`config.mk`:
```
export PLATFORM = sky130hd
export DESIGN_NAME = multicycle_ctrl
export DESIGN_NICKNAME = d
export VERILOG_FILES = /design/src/rtl/multicycle_ctrl.sv
export SDC_FILE = /design/constraint.sdc
export NUM_CORES = 1
export LEC_CHECK = 0
export ABC_AREA = 1
export BUFFER_PORTS_ARGS = -buffer_cell sky130_fd_sc_hd__buf_2
export CELL_PAD_IN_SITES_DETAIL_PLACEMENT = 0
export CELL_PAD_IN_SITES_GLOBAL_PLACEMENT = 1
export CORE_ASPECT_RATIO = 1.2
export CORE_MARGIN = 2
export CORE_UTILIZATION = 39
export CTS_CLUSTER_DIAMETER = 80
export DETAILED_ROUTE_END_ITERATION = 8
export PLACE_DENSITY = 0.88
export SETUP_SLACK_MARGIN = 0.3
export SYNTH_ARGS = -nofsm -noshare
export SYNTH_HDL_FRONTEND = slang
export SYNTH_SLANG_ARGS = --single-unit
```
`constraint.sdc`:
```
create_clock -name clk -period 1.9 [get_ports clk]
set_clock_uncertainty 0.2 [all_clocks]
set_input_delay 0.38 -clock clk [delete_from_list [all_inputs] [get_ports clk]]
set_output_delay 0.38 -clock clk [all_outputs]
set_load 0.05 [all_outputs]
```
`src/rtl/multicycle_ctrl.sv`:
```
// Control FSM for the multicycle CPU: per-state datapath strobes, cycle/retire counters, MDU watchdog.
// Optional feature macro: MULTICYCLE_CTRL_EXC_EN enables the EXC state and CP0 writes.
module multicycle_ctrl #(
  parameter int unsigned CNT_W       = 32,
  parameter int unsigned MDU_TIMEOUT = 64
) (
  input  logic             clk,
  input  logic             rst,
  input  logic [2:0]       inst_class,
  input  logic             branch_taken,
  input  logic             imem_ack,
  input  logic             dmem_ack,
  input  logic             mdu_busy,
  output logic             imem_req,
  output logic             dmem_req,
  output logic             dmem_we,
  output logic             pc_write,
  output logic             ir_write,
  output logic             a_write,
  output logic             b_write,
  output logic             aluout_write,
  output logic             mdr_write,
  output logic             rf_write,
  output logic             wb_src,
  output logic [1:0]       pc_src,
  output logic             mdu_start,
  output logic             cp0_write,
  output logic [2:0]       state,
  output logic [CNT_W-1:0] cycle_cnt,
  output logic [CNT_W-1:0] retire_cnt,
  output logic             mdu_err
);

  localparam int unsigned WD_W = $clog2(MDU_TIMEOUT + 1);

  localparam logic [2:0] CL_ALU_R  = 3'd0;
  localparam logic [2:0] CL_ALU_I  = 3'd1;
  localparam logic [2:0] CL_LOAD   = 3'd2;
  localparam logic [2:0] CL_STORE  = 3'd3;
  localparam logic [2:0] CL_BRANCH = 3'd4;
  localparam logic [2:0] CL_JUMP   = 3'd5;
  localparam logic [2:0] CL_MDU    = 3'd6;

  typedef enum logic [2:0] {
    S_IF  = 3'd0,
    S_ID  = 3'd1,
    S_EX  = 3'd2,
    S_MEM = 3'd3,
    S_WB  = 3'd4,
    S_MDW = 3'd5,
    S_EXC = 3'd6
  } state_t;

  state_t          state_q, state_d;
  logic [WD_W-1:0] wd_q;
  logic            retire;
  logic            wd_hit;

  // Next-state and strobe decode; while reset is asserted only imem_req is driven.
  always_comb begin
    state_d      = state_q;
    retire       = 1'b0;
    wd_hit       = 1'b0;
    imem_req     = 1'b0;
    dmem_req     = 1'b0;
    dmem_we      = 1'b0;
    pc_write     = 1'b0;
    ir_write     = 1'b0;
    a_write      = 1'b0;
    b_write      = 1'b0;
    aluout_write = 1'b0;
    mdr_write    = 1'b0;
    rf_write     = 1'b0;
    wb_src       = 1'b0;
    pc_src       = 2'b00;
    mdu_start    = 1'b0;
    cp0_write    = 1'b0;
    if (!rst) begin
      imem_req = 1'b1;
      state_d  = S_IF;
    end else begin
      case (state_q)
        S_IF: begin
          imem_req = 1'b1;
          if (imem_ack) begin
            ir_write = 1'b1;
            pc_write = 1'b1;
            state_d  = S_ID;
          end
        end
        S_ID: begin
          a_write = 1'b1;
          b_write = 1'b1;
          state_d = S_EX;
        end
        S_EX: begin
          aluout_write = 1'b1;
          case (inst_class)
            CL_ALU_R, CL_ALU_I: state_d = S_WB;
            CL_LOAD, CL_STORE:  state_d = S_MEM;
            CL_BRANCH: begin
              pc_write = branch_taken;
              pc_src   = 2'b01;
              retire   = 1'b1;
              state_d  = S_IF;
            end
            CL_JUMP: begin
              pc_write = 1'b1;
              pc_src   = 2'b10;
              retire   = 1'b1;
              state_d  = S_IF;
            end
            CL_MDU: begin
              mdu_start = 1'b1;
              state_d   = S_MDW;
            end
            default: begin
`ifdef MULTICYCLE_CTRL_EXC_EN
              state_d = S_EXC;
`else
              retire  = 1'b1;
              state_d = S_IF;
`endif
            end
          endcase
        end
        S_MEM: begin
          dmem_req = 1'b1;
          dmem_we  = (inst_class == CL_STORE);
          if (dmem_ack) begin
            if (inst_class == CL_STORE) begin
              retire  = 1'b1;
              state_d = S_IF;
            end else begin
              mdr_write = 1'b1;
              state_d   = S_WB;
            end
          end
        end
        S_WB: begin
          rf_write = 1'b1;
          wb_src   = (inst_class == CL_LOAD);
          retire   = 1'b1;
          state_d  = S_IF;
        end
        S_MDW: begin
          if (!mdu_busy) begin
            retire  = 1'b1;
            state_d = S_IF;
          end else if (wd_q == WD_W'(MDU_TIMEOUT - 1)) begin
            wd_hit  = 1'b1;
            state_d = S_IF;
          end
        end
        S_EXC: begin
`ifdef MULTICYCLE_CTRL_EXC_EN
          cp0_write = 1'b1;
          pc_write  = 1'b1;
          pc_src    = 2'b11;
          retire    = 1'b1;
`endif
          state_d   = S_IF;
        end
        default: state_d = S_IF;
      endcase
    end
  end

  // State, counters and watchdog; the watchdog holds the number of busy MDW cycles already spent.
  always_ff @(posedge clk or negedge rst) begin
    if (!rst) begin
      state_q    <= S_IF;
      cycle_cnt  <= '0;
      retire_cnt <= '0;
      wd_q       <= '0;
      mdu_err    <= 1'b0;
    end else begin
      state_q   <= state_d;
      cycle_cnt <= cycle_cnt + CNT_W'(1);
      if (retire) begin
        retire_cnt <= retire_cnt + CNT_W'(1);
      end
      if (state_q == S_MDW && state_d == S_MDW) begin
        wd_q <= wd_q + WD_W'(1);
      end else begin
        wd_q <= '0;
      end
      if (wd_hit) begin
        mdu_err <= 1'b1;
      end
    end
  end

  assign state = 3'(state_q);

endmodule

```
==> flow_summary_export.csv <==
group,metric,value,unit
power,intPower,2810,uW
clocking,cts.htree.levels,3,
sta,slew_viol_final,0,
clocking,clkSinkCount,75,
floorplanning,coreArea,11400,um2
placement,preCtsSetupSlack,-52.3,ps
logic_synthesis,postSynthAreaPerCell,6.99,um2
floorplanning,row_count,43,
power,clock_power_share,0.414,
drt,drt_iter0_markers,277,
hold_path,type_of_the_most_critical_hold_path,"input port to async pin",
floorplanning,ios,92,
power,cellLeakagePower,0.00309,uW
finish,fill_cells,1015,
run,maxCapViolCount,0,
global_route,largest_net_degree_at_the_start_of_global_routing,49,
worst_setup_path,timing.setup.critical_path_class,"flip-flop to output pin",
worst_setup_path,critical_path.cell_chain,"inv_2, nand2_4, nor2_4, inv_2, nor2_4, nand2_4, nor3b_4, buf_6",
clocking,cts_buffer_depth,2,
global_route,global_route_congestion_overflow_total,0,
drt,routed_wire_length_per_instance,14.5,um
logic_synthesis,ys_types,35,
floorplanning,die_w,102,um
sta,slew_headroom,0.581,
worst_setup_path,max_fo_critical_path,3,
sta,setup_viol_count_final,21,
worst_setup_path,wp_data_arrival,1610,ps
global_route,grt_antenna_before_repair,0,
global_route,number_of_global_route_vias_before_repair,4660,
logic_synthesis,postSynthNetCount,658,
worst_setup_path,worst_path_dominant_cell_family,"simple AND/OR/NAND/NOR gates",
drt,route.antenna.remaining_nets,0,
logic_synthesis,synth_seq_cells,75,
status,run_status,"finished with violations",
sta,maximum_clock_frequency,456,MHz
worst_setup_path,cp_data_required_time,1320,ps
global_route,gr-usage-all-layers,0.221,
placement,post-dp-hpwl,9.39,mm
drt,drc_errors,0,
worst_setup_path,crit_path_start_kind,"flip-flop",
logic_synthesis,synth_seq_area_share,0.416,
power,power.net_switching,1160,uW
clocking,ctsRootBufferMaster,"sky130_fd_sc_hd__clkbuf_16",
power,pwr-share-comb,0.155,
drt,post_drt_via_cell_ratio,5.02,
power,switching_share,0.291,
placement,count_of_input_and_output_buffers,90,
status,failed_checks,"negative hold slack, negative setup slack",
floorplanning,initial_core_util,0.396,
finish,most_common_cell_after_layout_fill_and_taps_aside,"sky130_fd_sc_hd__nand2_1",
finish,design.final.nets,801,
worst_setup_path,path_buf_inv,3,
clocking,worstSkewPairLatency,340,ps
power,seq_power_share,0.431,
drt,drt_first_pass_iters,5,
finish,layout.cells.most_common_list,"247 x sky130_fd_sc_hd__nand2_1, 82 x sky130_fd_sc_hd__buf_4, 68 x sky130_fd_sc_hd__nor2_1",
global_route,grt_first_pass_wirelength,21.6,mm
drt,wirelength,13.8,mm
worst_setup_path,critical-path-slowest-cell,"sky130_fd_sc_hd__dfrtp_2",
clocking,cts_buffers,9,
sta,final_layout_worst_hold_slack,-194,ps
worst_setup_path,cpPeakStageDelay,420,ps
logic_synthesis,yosysWarnings,0,
drt,detailroute.via_count,4775,
floorplanning,die-area,12500,um2
sta,period_needed,2190,ps
logic_synthesis,netlist_area,4510,um2
placement,placer_congestion,0.883,
logic_synthesis,synth_cells,646,
power,power_per_cell_area,595,nW/um2
finish,drive_above_1_share,0.380,
sta,finalWorstSetupSlack,-292,ps
sta,post-route-period-util,1.15,
clocking,path_clk_slew,60,ps
finish,layout_area_growth_over_synthesis,47.7,%
sta,final_hold_viol_count,27,
finish,num_antenna_cells,0,
sta,unrepaired_setup_endpoints_after_global_routing,"yes",
worst_setup_path,cp-end-kind,"output pin",
floorplanning,die_y,122,um
sta,timing_worst_slew_pin_value,629,ps
clocking,clock_tree_from_tritoncts,"done",
power,ir_worst_vdd,0.400,mV
sta,totalNegativeSetupSlack,-2730,ps
==> worst register-to-register path, cell delays in order (launching register included) <==
cell and delay [ps]:
sky130_fd_sc_hd__dfrtp_2 430, sky130_fd_sc_hd__buf_12 130, sky130_fd_sc_hd__nand2_1 80, sky130_fd_sc_hd__nor2_4 120
sky130_fd_sc_hd__buf_4 120, sky130_fd_sc_hd__nand3_2 80, sky130_fd_sc_hd__nand3_4 130, sky130_fd_sc_hd__nand2_8 100
sky130_fd_sc_hd__bufbuf_16 300, sky130_fd_sc_hd__nand2_1 50, sky130_fd_sc_hd__nand2_1 50
==> cells in the mapped netlist, drive strengths merged <==
| library cell | n | share of area |
|---|---|---|
| xor2 | 23 | 0.045 |
| nand4 | 11 | 0.015 |
| and2 | 1 | 0.0014 |
| buf | 8 | 0.014 |
| nor4 | 1 | 0.0014 |
| a31oi | 1 | 0.0014 |
| o2111ai | 1 | 0.0019 |
| or2 | 2 | 0.0028 |
| a21oi | 3 | 0.0033 |
| and3 | 1 | 0.0014 |
| o21bai | 1 | 0.0017 |
| dfrtp | 75 | 0.42 |
| nor3b | 1 | 0.0017 |
| nor3 | 18 | 0.021 |
| conb | 1 | 0.00083 |
| ha | 3 | 0.0083 |
| nand3 | 46 | 0.055 |
| nor2 | 96 | 0.089 |
| xnor2 | 11 | 0.021 |
| o21ai | 9 | 0.010 |
| nand3b | 8 | 0.013 |
| inv | 63 | 0.053 |
| nand2 | 262 | 0.22 |
==> state kept, by name, summed over array words and instances, names as in the netlist <==
| register | cells |
|---|---|
| wd_q | 7 |
| retire_cnt | 32 |
| state | 3 |
| mdu_err | 1 |
| cycle_cnt | 32 |
==> logic make-up after synthesis <==
group | count (synthesis) | synth area share
xor+xnor | 34 | 0.0660
other cells | 1 | 0.000831
simple gates | 447 | 0.424
flops | 75 | 0.416
compound gates | 15 | 0.0183
fa+ha+maj | 3 | 0.00832
buf+inv | 71 | 0.0668
==> per-stage QoR <==
stage,util,total power [uW],std cells,area [um2]
after floorplan,-,2070,646,4860
after global placement,0.485,2210,896,5530
after detailed placement,0.485,2230,896,5530
after CTS,0.556,3940,931,6340
after global routing,0.585,4090,951,6670
final,0.585,3970,951,6670
==> metal layers <==
layer,track usage,wire (um)
met1,0.265,5570
met2,0.380,7050
met3,0.0390,643
met4,0.104,538
met5,0,0
==> layout make-up <==
| type | count | area (um2) | share of cell area |
|---|---|---|---|
| Multi-Input combinational cell | 500 | 2750 | 0.412 |
| Sequential cell | 75 | 1950 | 0.293 |
| Timing Repair Buffer | 140 | 1240 | 0.186 |
| Clock inverter | 4 | 25.0 | 0.00375 |
| Tap cell | 157 | 196 | 0.0295 |
| Inverter | 63 | 254 | 0.0381 |
| Clock buffer | 12 | 256 | 0.0385 |
==> path summary, 6_finish.rpt <==
check / startpoint / endpoint / slack, ps / cells after the start
max reg2reg: state[1]$_DFF_PN0_ / retire_cnt[7]$_DFFE_PN0P_ / -10 / 10
min reg2reg: wd_q[0]$_DFF_PN0_ / wd_q[0]$_DFF_PN0_ / 260 / 1
max: state[0]$_DFF_PN0_ / pc_src[1] / -290 / 8
min in group clk: dmem_ack / state[2]$_DFF_PN0_ / 220 / 3
min: rst / retire_cnt[18]$_DFFE_PN0P_ / -190 / 2
max in group asynchronous: rst / cycle_cnt[6]$_DFF_PN0_ / 770 / 3
==> power by group through the flow <==
stage	Combinational (uW)	Clock [uW]	Sequential, uW
2_1_floorplan	219	0	1850
3_3_place_gp	480	0	1730
3_5_place_dp	492	0	1740
4_1_cts	574	1660	1700
5_1_grt	643	1740	1720
6_report	614	1640	1710
==> what timing repair did <==
action                                  in CTS  in global routing
endpoints found under the hold margin       27                 27
resized for setup                          115                 54
gates cloned                                 1                  0
endpoints found under the setup margin     105                104
buffers inserted                            18                 20
pin swaps                                   22                 21
Note: power is estimated with default switching activity, not from simulation.
